**config.mk**
```make
export PLATFORM = sky130hd
export DESIGN_NAME = pc_unit
export DESIGN_NICKNAME = d
export VERILOG_FILES = /design/src/rtl/pc_unit.sv
export SDC_FILE = /design/constraint.sdc
export NUM_CORES = 1
export LEC_CHECK = 0
export CORE_UTILIZATION = 40
export CTS_BUF_LIST = sky130_fd_sc_hd__clkbuf_4 sky130_fd_sc_hd__clkbuf_8
export DETAILED_ROUTE_END_ITERATION = 8
export PLACE_DENSITY = 0.6
export REMOVE_ABC_BUFFERS = 1
export SYNTH_ARGS = -nofsm -noshare
export SYNTH_HDL_FRONTEND = slang
export SYNTH_SLANG_ARGS = --single-unit
```
**constraint.sdc**
```tcl
create_clock -name i_clock -period 3.7 [get_ports i_clock]
set_input_delay 0.37 -clock i_clock [delete_from_list [all_inputs] [get_ports i_clock]]
set_output_delay 0.37 -clock i_clock [all_outputs]
set_load 0.005 [all_outputs]
```
**src/rtl/pc_unit.sv**
```systemverilog
// pc_unit: program counter with increment, jump, call/return and a register-based return-address stack
module pc_unit #(
  parameter int WIDTH       = 16,
  parameter int STACK_DEPTH = 8,
  localparam int AW = $clog2(STACK_DEPTH),
  localparam int DW = AW + 1
) (
  input  logic             i_clock,
  input  logic             i_reset_n,
  input  logic             i_sync_reset,
  input  logic [WIDTH-1:0] i_in,
  input  logic             i_load,
  input  logic             i_inc,
  input  logic             i_call,
  input  logic             i_ret,
  output logic [WIDTH-1:0] o_out,
  output logic [DW-1:0]    o_depth,
  output logic             o_stack_full,
  output logic             o_stack_empty,
  output logic             o_overflow,
  output logic             o_underflow
);
  logic [WIDTH-1:0] r_pc;
  logic [DW-1:0]    r_depth;
  logic             r_ovf;
  logic             r_unf;
  logic [WIDTH-1:0] r_stack [STACK_DEPTH];
  logic [WIDTH-1:0] w_pc_inc;
  logic [WIDTH-1:0] w_top;
  logic [WIDTH-1:0] w_pc_nxt;
  logic [DW-1:0]    w_depth_nxt;
  logic             w_ovf_nxt;
  logic             w_unf_nxt;
  logic             w_push;
  logic             w_full;
  logic             w_empty;

  assign w_pc_inc = r_pc + WIDTH'(1);
  assign w_full   = r_depth == DW'(STACK_DEPTH);
  assign w_empty  = r_depth == '0;
  assign w_top    = r_stack[AW'(r_depth - DW'(1))];

  // Fixed-priority op select: sync_reset > ret > call > load > inc > hold
  always_comb begin
    w_pc_nxt    = r_pc;
    w_depth_nxt = r_depth;
    w_ovf_nxt   = r_ovf;
    w_unf_nxt   = r_unf;
    w_push      = 1'b0;
    if (i_sync_reset) begin
      w_pc_nxt    = '0;
      w_depth_nxt = '0;
      w_ovf_nxt   = 1'b0;
      w_unf_nxt   = 1'b0;
    end else if (i_ret) begin
      if (w_empty) w_unf_nxt = 1'b1;
      else begin
        w_pc_nxt    = w_top;
        w_depth_nxt = r_depth - DW'(1);
      end
    end else if (i_call) begin
      w_pc_nxt = i_in;
      if (w_full) w_ovf_nxt = 1'b1;
      else begin
        w_push      = 1'b1;
        w_depth_nxt = r_depth + DW'(1);
      end
    end else if (i_load) begin
      w_pc_nxt = i_in;
    end else if (i_inc) begin
      w_pc_nxt = w_pc_inc;
    end
  end

  // Architectural state: pc, stack depth and sticky error flags
  always_ff @(posedge i_clock or negedge i_reset_n) begin
    if (!i_reset_n) begin
      r_pc    <= '0;
      r_depth <= '0;
      r_ovf   <= 1'b0;
      r_unf   <= 1'b0;
    end else begin
      r_pc    <= w_pc_nxt;
      r_depth <= w_depth_nxt;
      r_ovf   <= w_ovf_nxt;
      r_unf   <= w_unf_nxt;
    end
  end

  // Return-address storage; slots at or above depth are never read, so no reset needed
  always_ff @(posedge i_clock) begin
    if (w_push) r_stack[AW'(r_depth)] <= w_pc_inc;
  end

  assign o_out         = r_pc;
  assign o_depth       = r_depth;
  assign o_stack_full  = w_full;
  assign o_stack_empty = w_empty;
  assign o_overflow    = r_ovf;
  assign o_underflow   = r_unf;
endmodule
```
# ---- Yosys cells after proc, flatten, opt, wreduce, memory -nomap -nowiden
# Memories as Yosys holds them, arrays and structs flattened.
# Cells that the tools add are included.
dict set report classes {
  n_addsub 3
  eq_ne 4
  mux 24
  n_reduce_logical 11
}
# operator count
set op_table {}
lappend op_table {{$mux W16} 6}
lappend op_table {{$mux W4} 5}
lappend op_table {{$add A16 B1 Y16 const B} 1}
lappend op_table {{$mux W1} 13}
lappend op_table {{$reduce_bool A2 Y1} 4}
lappend op_table {{$ne A3 B3 Y1 const B} 2}
lappend op_table {{$reduce_and A3 Y1} 2}
lappend op_table {{$reduce_bool A5 Y1} 1}
lappend op_table {{$add A4 B1 Y4 const B} 1}
lappend op_table {{$eq A4 B4 Y1 const B} 1}
lappend op_table {{$logic_not A4 Y1} 1}
lappend op_table {{$reduce_and A2 Y1} 2}
lappend op_table {{$sub A4 B1 Y4 const B} 1}
lappend op_table {{$reduce_bool A3 Y1} 1}
lappend op_table {{$ne A2 B2 Y1 const B} 1}
dict set report word_totals {
  reg_bits 22
  ram_bits 128
  inputBits 23
  output_inout_bits 24
  elab_cells 47
  memories 1
}
# memory depth width rd rd_ports_with_merged_regs wr line
set mem_list {}
lappend mem_list {r_stack 8 16 1 0 1 27} ;# logic [WIDTH-1:0] r_stack [STACK_DEPTH];

# ---- Depth between registers and ports, before layout
dict set report depth {
  depth_word 7
  depth_mapped 10
  ltp_nobuf 7
}

# ---- Worst setup path after synthesis
# OpenSTA, ideal clock, no wires.
dict set report synth_path {
  path_type {flip-flop to flip-flop}
  from {register r_depth[0] (netlist: o_depth[0])}
  to {memory r_stack[1][0] (enable)}
  setup_time_ns 0.409
  arrival_time_ns 2.592
  required_ns 3.291
  path_slack_ns 0.699
  stages_incl_launch_ff 8
  n_path_buf 2
  synth_period_minus_slack_ns 3.001
  cell_sequence {dfrtp_1 -> buf_6 -> buf_6 -> inv_1 -> ha_1 -> nand3b_1 -> nand4_1 -> nor3_1}
}
dict set report synth_via {
  elab_chain_len 7
}
# element line
set synth_rtl {}
lappend synth_rtl {{start: declaration} 24} ;# logic [DW-1:0] r_depth;
lappend synth_rtl {{start signal: assignment} 84} ;# r_depth <= w_depth_nxt;
lappend synth_rtl {{$eq A4 B4 Y1} 39} ;# assign w_full = r_depth == DW'(STACK_DEPTH);
lappend synth_rtl {{$mux W1} 63} ;# if (w_full) w_ovf_nxt = 1'b1;
lappend synth_rtl {{$mux W1} 61} ;# end else if (i_call) begin
lappend synth_rtl {{$mux W1} 55} ;# end else if (i_ret) begin
lappend synth_rtl {{$mux W1} 50} ;# if (i_sync_reset) begin
lappend synth_rtl {{$mux W1} 92} ;# if (w_push) r_stack[AW'(r_depth)] <= w_pc_inc;
lappend synth_rtl {{$mux W1 (implied by the code)} 92}
lappend synth_rtl {{end: declaration} 27}
# Parallel ways exist; a longest one is shown, timed or not.

# ---- Final worst setup path
dict set report layout_path {
  from {register r_depth[1] (netlist: o_depth[1])}
  to {output port o_stack_empty}
}
dict set report layout_via {
  elab_chain_len 1
}
# element line
set layout_rtl {}
lappend layout_rtl {{$logic_not A4 Y1} 40} ;# assign w_empty = r_depth == '0;
lappend layout_rtl {{end: declaration} 19} ;# output logic o_stack_empty,
# No other way between the ends.

==> impl_metrics.csv <==
group,metric,value,unit
timing,fin_crit_sh,75.2,%
cells_and_area,final_cell_mix,"edfxtp_1 (128), clkdlybuf4s50_1 (46), mux4_2 (32)",
timing,layout_setup_ws,0.916,ns
run,drv_cap,0,
logic_synthesis,ys_seq_elements,150,
clock_tree,htreeDepth,4,
timing,timing.hold.ws,0.521,ns
global_route,grt.total_usage,19.6,%
clock_tree,cts_buffer_depth,2,
pwr,leakage,2.56,nW
cells_and_area,layout_commonest_cell,"edfxtp_1",
critical_path,crit_type,"flip-flop to primary output",
cells_and_area,area_delta_synth_final,16.9,%
logic_synthesis,synth_compound_area_share,7.66,%
cells_and_area,fin_area,7620,sq um
logic_synthesis,synth-seq-area-share,67.4,%
die,die_area,16800,sq um
clock_tree,cts_num_sinks,150,
clock_tree,cts-root-buf,"clkbuf_8",
die,die_x,130,um
logic_synthesis,syn_area,6520,sq um
die,fp.coreArea,15900,sq um
cells_and_area,fillers,1364,
drt,drc,0,
timing,setup_viol,0,
timing,worst_slew_pin_slew,1.12,ns
pwr,combPwrFrac,32.1,%
global_route,grt_max_degree,38,
clock_tree,clock_latency,0.44,ns
logic_synthesis,yosys.area_share.xor_xnor,2.26,%
critical_path,cp_slowest_stage_delay,0.51,ns
critical_path,worstSetupStartpointType,"flip-flop",
timing,rsz0062_at_grt,"false",
logic_synthesis,synth_fa_ha_area_share,0.576,%
clock_tree,cts_tree,"done",
logic_synthesis,synth_top_family_by_area,"multiplexers",
clock_tree,cts_setup_buffers,0,
clock_tree,cts_resized,0,
drt,dr.first_iter.drc_count,368,
critical_path,cpMostUsedCell,"inv_1",
pwr,p_sw,1.70,mW
global_route,grt_pass1_wl,22.8,mm
pwr,p_int,3.52,mW
timing,fin_crit,2.78,ns
drt,ant_nets,0,
worst_hold_path,worstHoldPathType,"input pin to async pin",
die,design.portCount,47,
pwr,seqPwrFrac,46.2,%
pwr,vdd_drop_max,0.332,mV
critical_path,arrival,2.41,ns
logic_synthesis,synth-edff-count,128,
critical_path,critPathSlowestCell,"clkdlybuf4s50_1",
logic_synthesis,synth-async-reset-ratio,14.7,%
die,initial_core_util,41.0,%
logic_synthesis,yosysWarnings,0,
clock_tree,hold_buffers,0,
global_route,grt_pass1_vias,3813,
timing,max_freq,359,MHz
global_route,grt-ovfl-total,0,
drt,avgRoutedWirePerCell,21.5,um
logic_synthesis,ys_types,62,
critical_path,path_cells,"inv_1 -> ha_1 -> or3b_4 -> inv_1 -> clkdlybuf4s50_1",
timing,slew_headroom,24.8,%
pwr,swShare,32.6,%
timing,final-max-slew-violation-count,0,
logic_synthesis,synthCells,390,
timing,finalHoldViolCount,0,
die,rows,46,
pwr,power,5.22,mW
place,gp_congestion,0.811,
logic_synthesis,ys.flop_type,"edfxtp_1",
place,port_buffers,46,
logic_synthesis,muxShareOfSynthArea,11.5,%
drt,wirelength,14.7,mm
cells_and_area,diodes,0,
cells_and_area,layout-drive-gt1-share,22.4,%
clock_tree,cts-buffers-inserted,17,
critical_path,critical-path-top-delay-family,"buffers and inverters",
critical_path,worstPathRequired,3.33,ns
cells_and_area,nets,481,
place,detailed_place_hpwl,9.59,mm
place,placed_area,7270,sq um
drt,vias,3732,
place,dpl_worst_slack,0.913,ns
logic_synthesis,synth-simple-area-share,7.27,%
die,die_h,130,um
clock_tree,path_clk_slew,0.08,ns
pwr,pwr-share-clk,21.6,%
run_status,status,"finished clean",
critical_path,cp_max_fo,8,
critical_path,critPathBufInv,3,
cells_and_area,utilization,48.0,%
timing,finClkSkew,0.0124,ns
global_route,antenna_found_initial,0,
logic_synthesis,synth.avg_cell_area,16.7,sq um
critical_path,critPathCaptureType,"primary output",
drt,via_per_inst,5.46,
drt,first_pass_iters,4,
pwr,powerDensity,685,nW/um^2
[area by class of cell]
type,count,area (sq um),area share (%)
clock buffer,18,241,3.17
clock inverter,14,113,1.48
inverter,13,48.8,0.640
multi-input combinational,206,1930,25.4
sequential,150,4400,57.7
tap,216,270,3.55
timing repair buffer,67,618,8.11
[worst paths after layout]
kind,from,endpoint,slack (ns),cells after the start
worst max-delay path,o_depth[1],o_stack_empty,0.92,5
worst min-delay path,i_reset_n,o_overflow,0.52,1
worst max register to register,o_depth[1],r_stack[2][10],1.19,6
worst min register to register,o_overflow,o_overflow,0.53,2
max in group asynchronous,i_reset_n,o_depth[0],2.43,1
min in group i_clock,o_overflow,o_overflow,0.53,2
[cells in the mapped netlist, types with 7 or more instances]
master	count	area, sq um
edfxtp_1	128	3840
inv_1	13	48.8
nor2_1	21	78.8
a21oi_1	10	50.1
buf_6	7	78.8
buf_2	8	40.0
dfrtp_1	22	551
mux4_2	32	721
nand2_1	25	93.8
o21ai_0	14	70.1
xnor2_1	10	87.6
a221oi_1	7	61.3
[power groups by stage]
| stage | combinational [mW] | sequential, mW | clock (mW) |
|---|---|---|---|
| 6_report | 1.68 | 2.41 | 1.13 |
| 5_1_grt | 1.84 | 2.44 | 1.23 |
| 4_1_cts | 1.70 | 2.41 | 1.16 |
| 3_5_place_dp | 1.69 | 2.45 | 0 |
| 3_3_place_gp | 1.68 | 2.44 | 0 |
| 2_1_floorplan | 1.00 | 2.43 | 0 |
[metrics by stage]
stage          setup TNS, ns  instances
6_report                   0        684
5_1_grt                    0        684
4_1_cts                    0        684
3_5_place_dp               0        652
3_3_place_gp               0        652
2_1_floorplan         -13.02        369
[state kept, by name, indices dropped and copies added (netlist names)]
name	count
o_depth	4
o_out	16
o_overflow	1
o_underflow	1
r_stack	128
[kinds of logic after synthesis]
group,after synthesis
compound gates,66
xor+xnor,16
fa+ha+maj,3
buf+inv,34
flops,150
mux,35
simple gates,86
[metal layers]
layer	GRT usage [%]	routed length [um]	up-vias
li1	-	-	1678
met1	27.1	6520	1904
met2	30.2	7010	139
met3	5.00	1040	11
met4	7.05	153	0
met5	0	0	-
(Power assumes the default switching activity.)
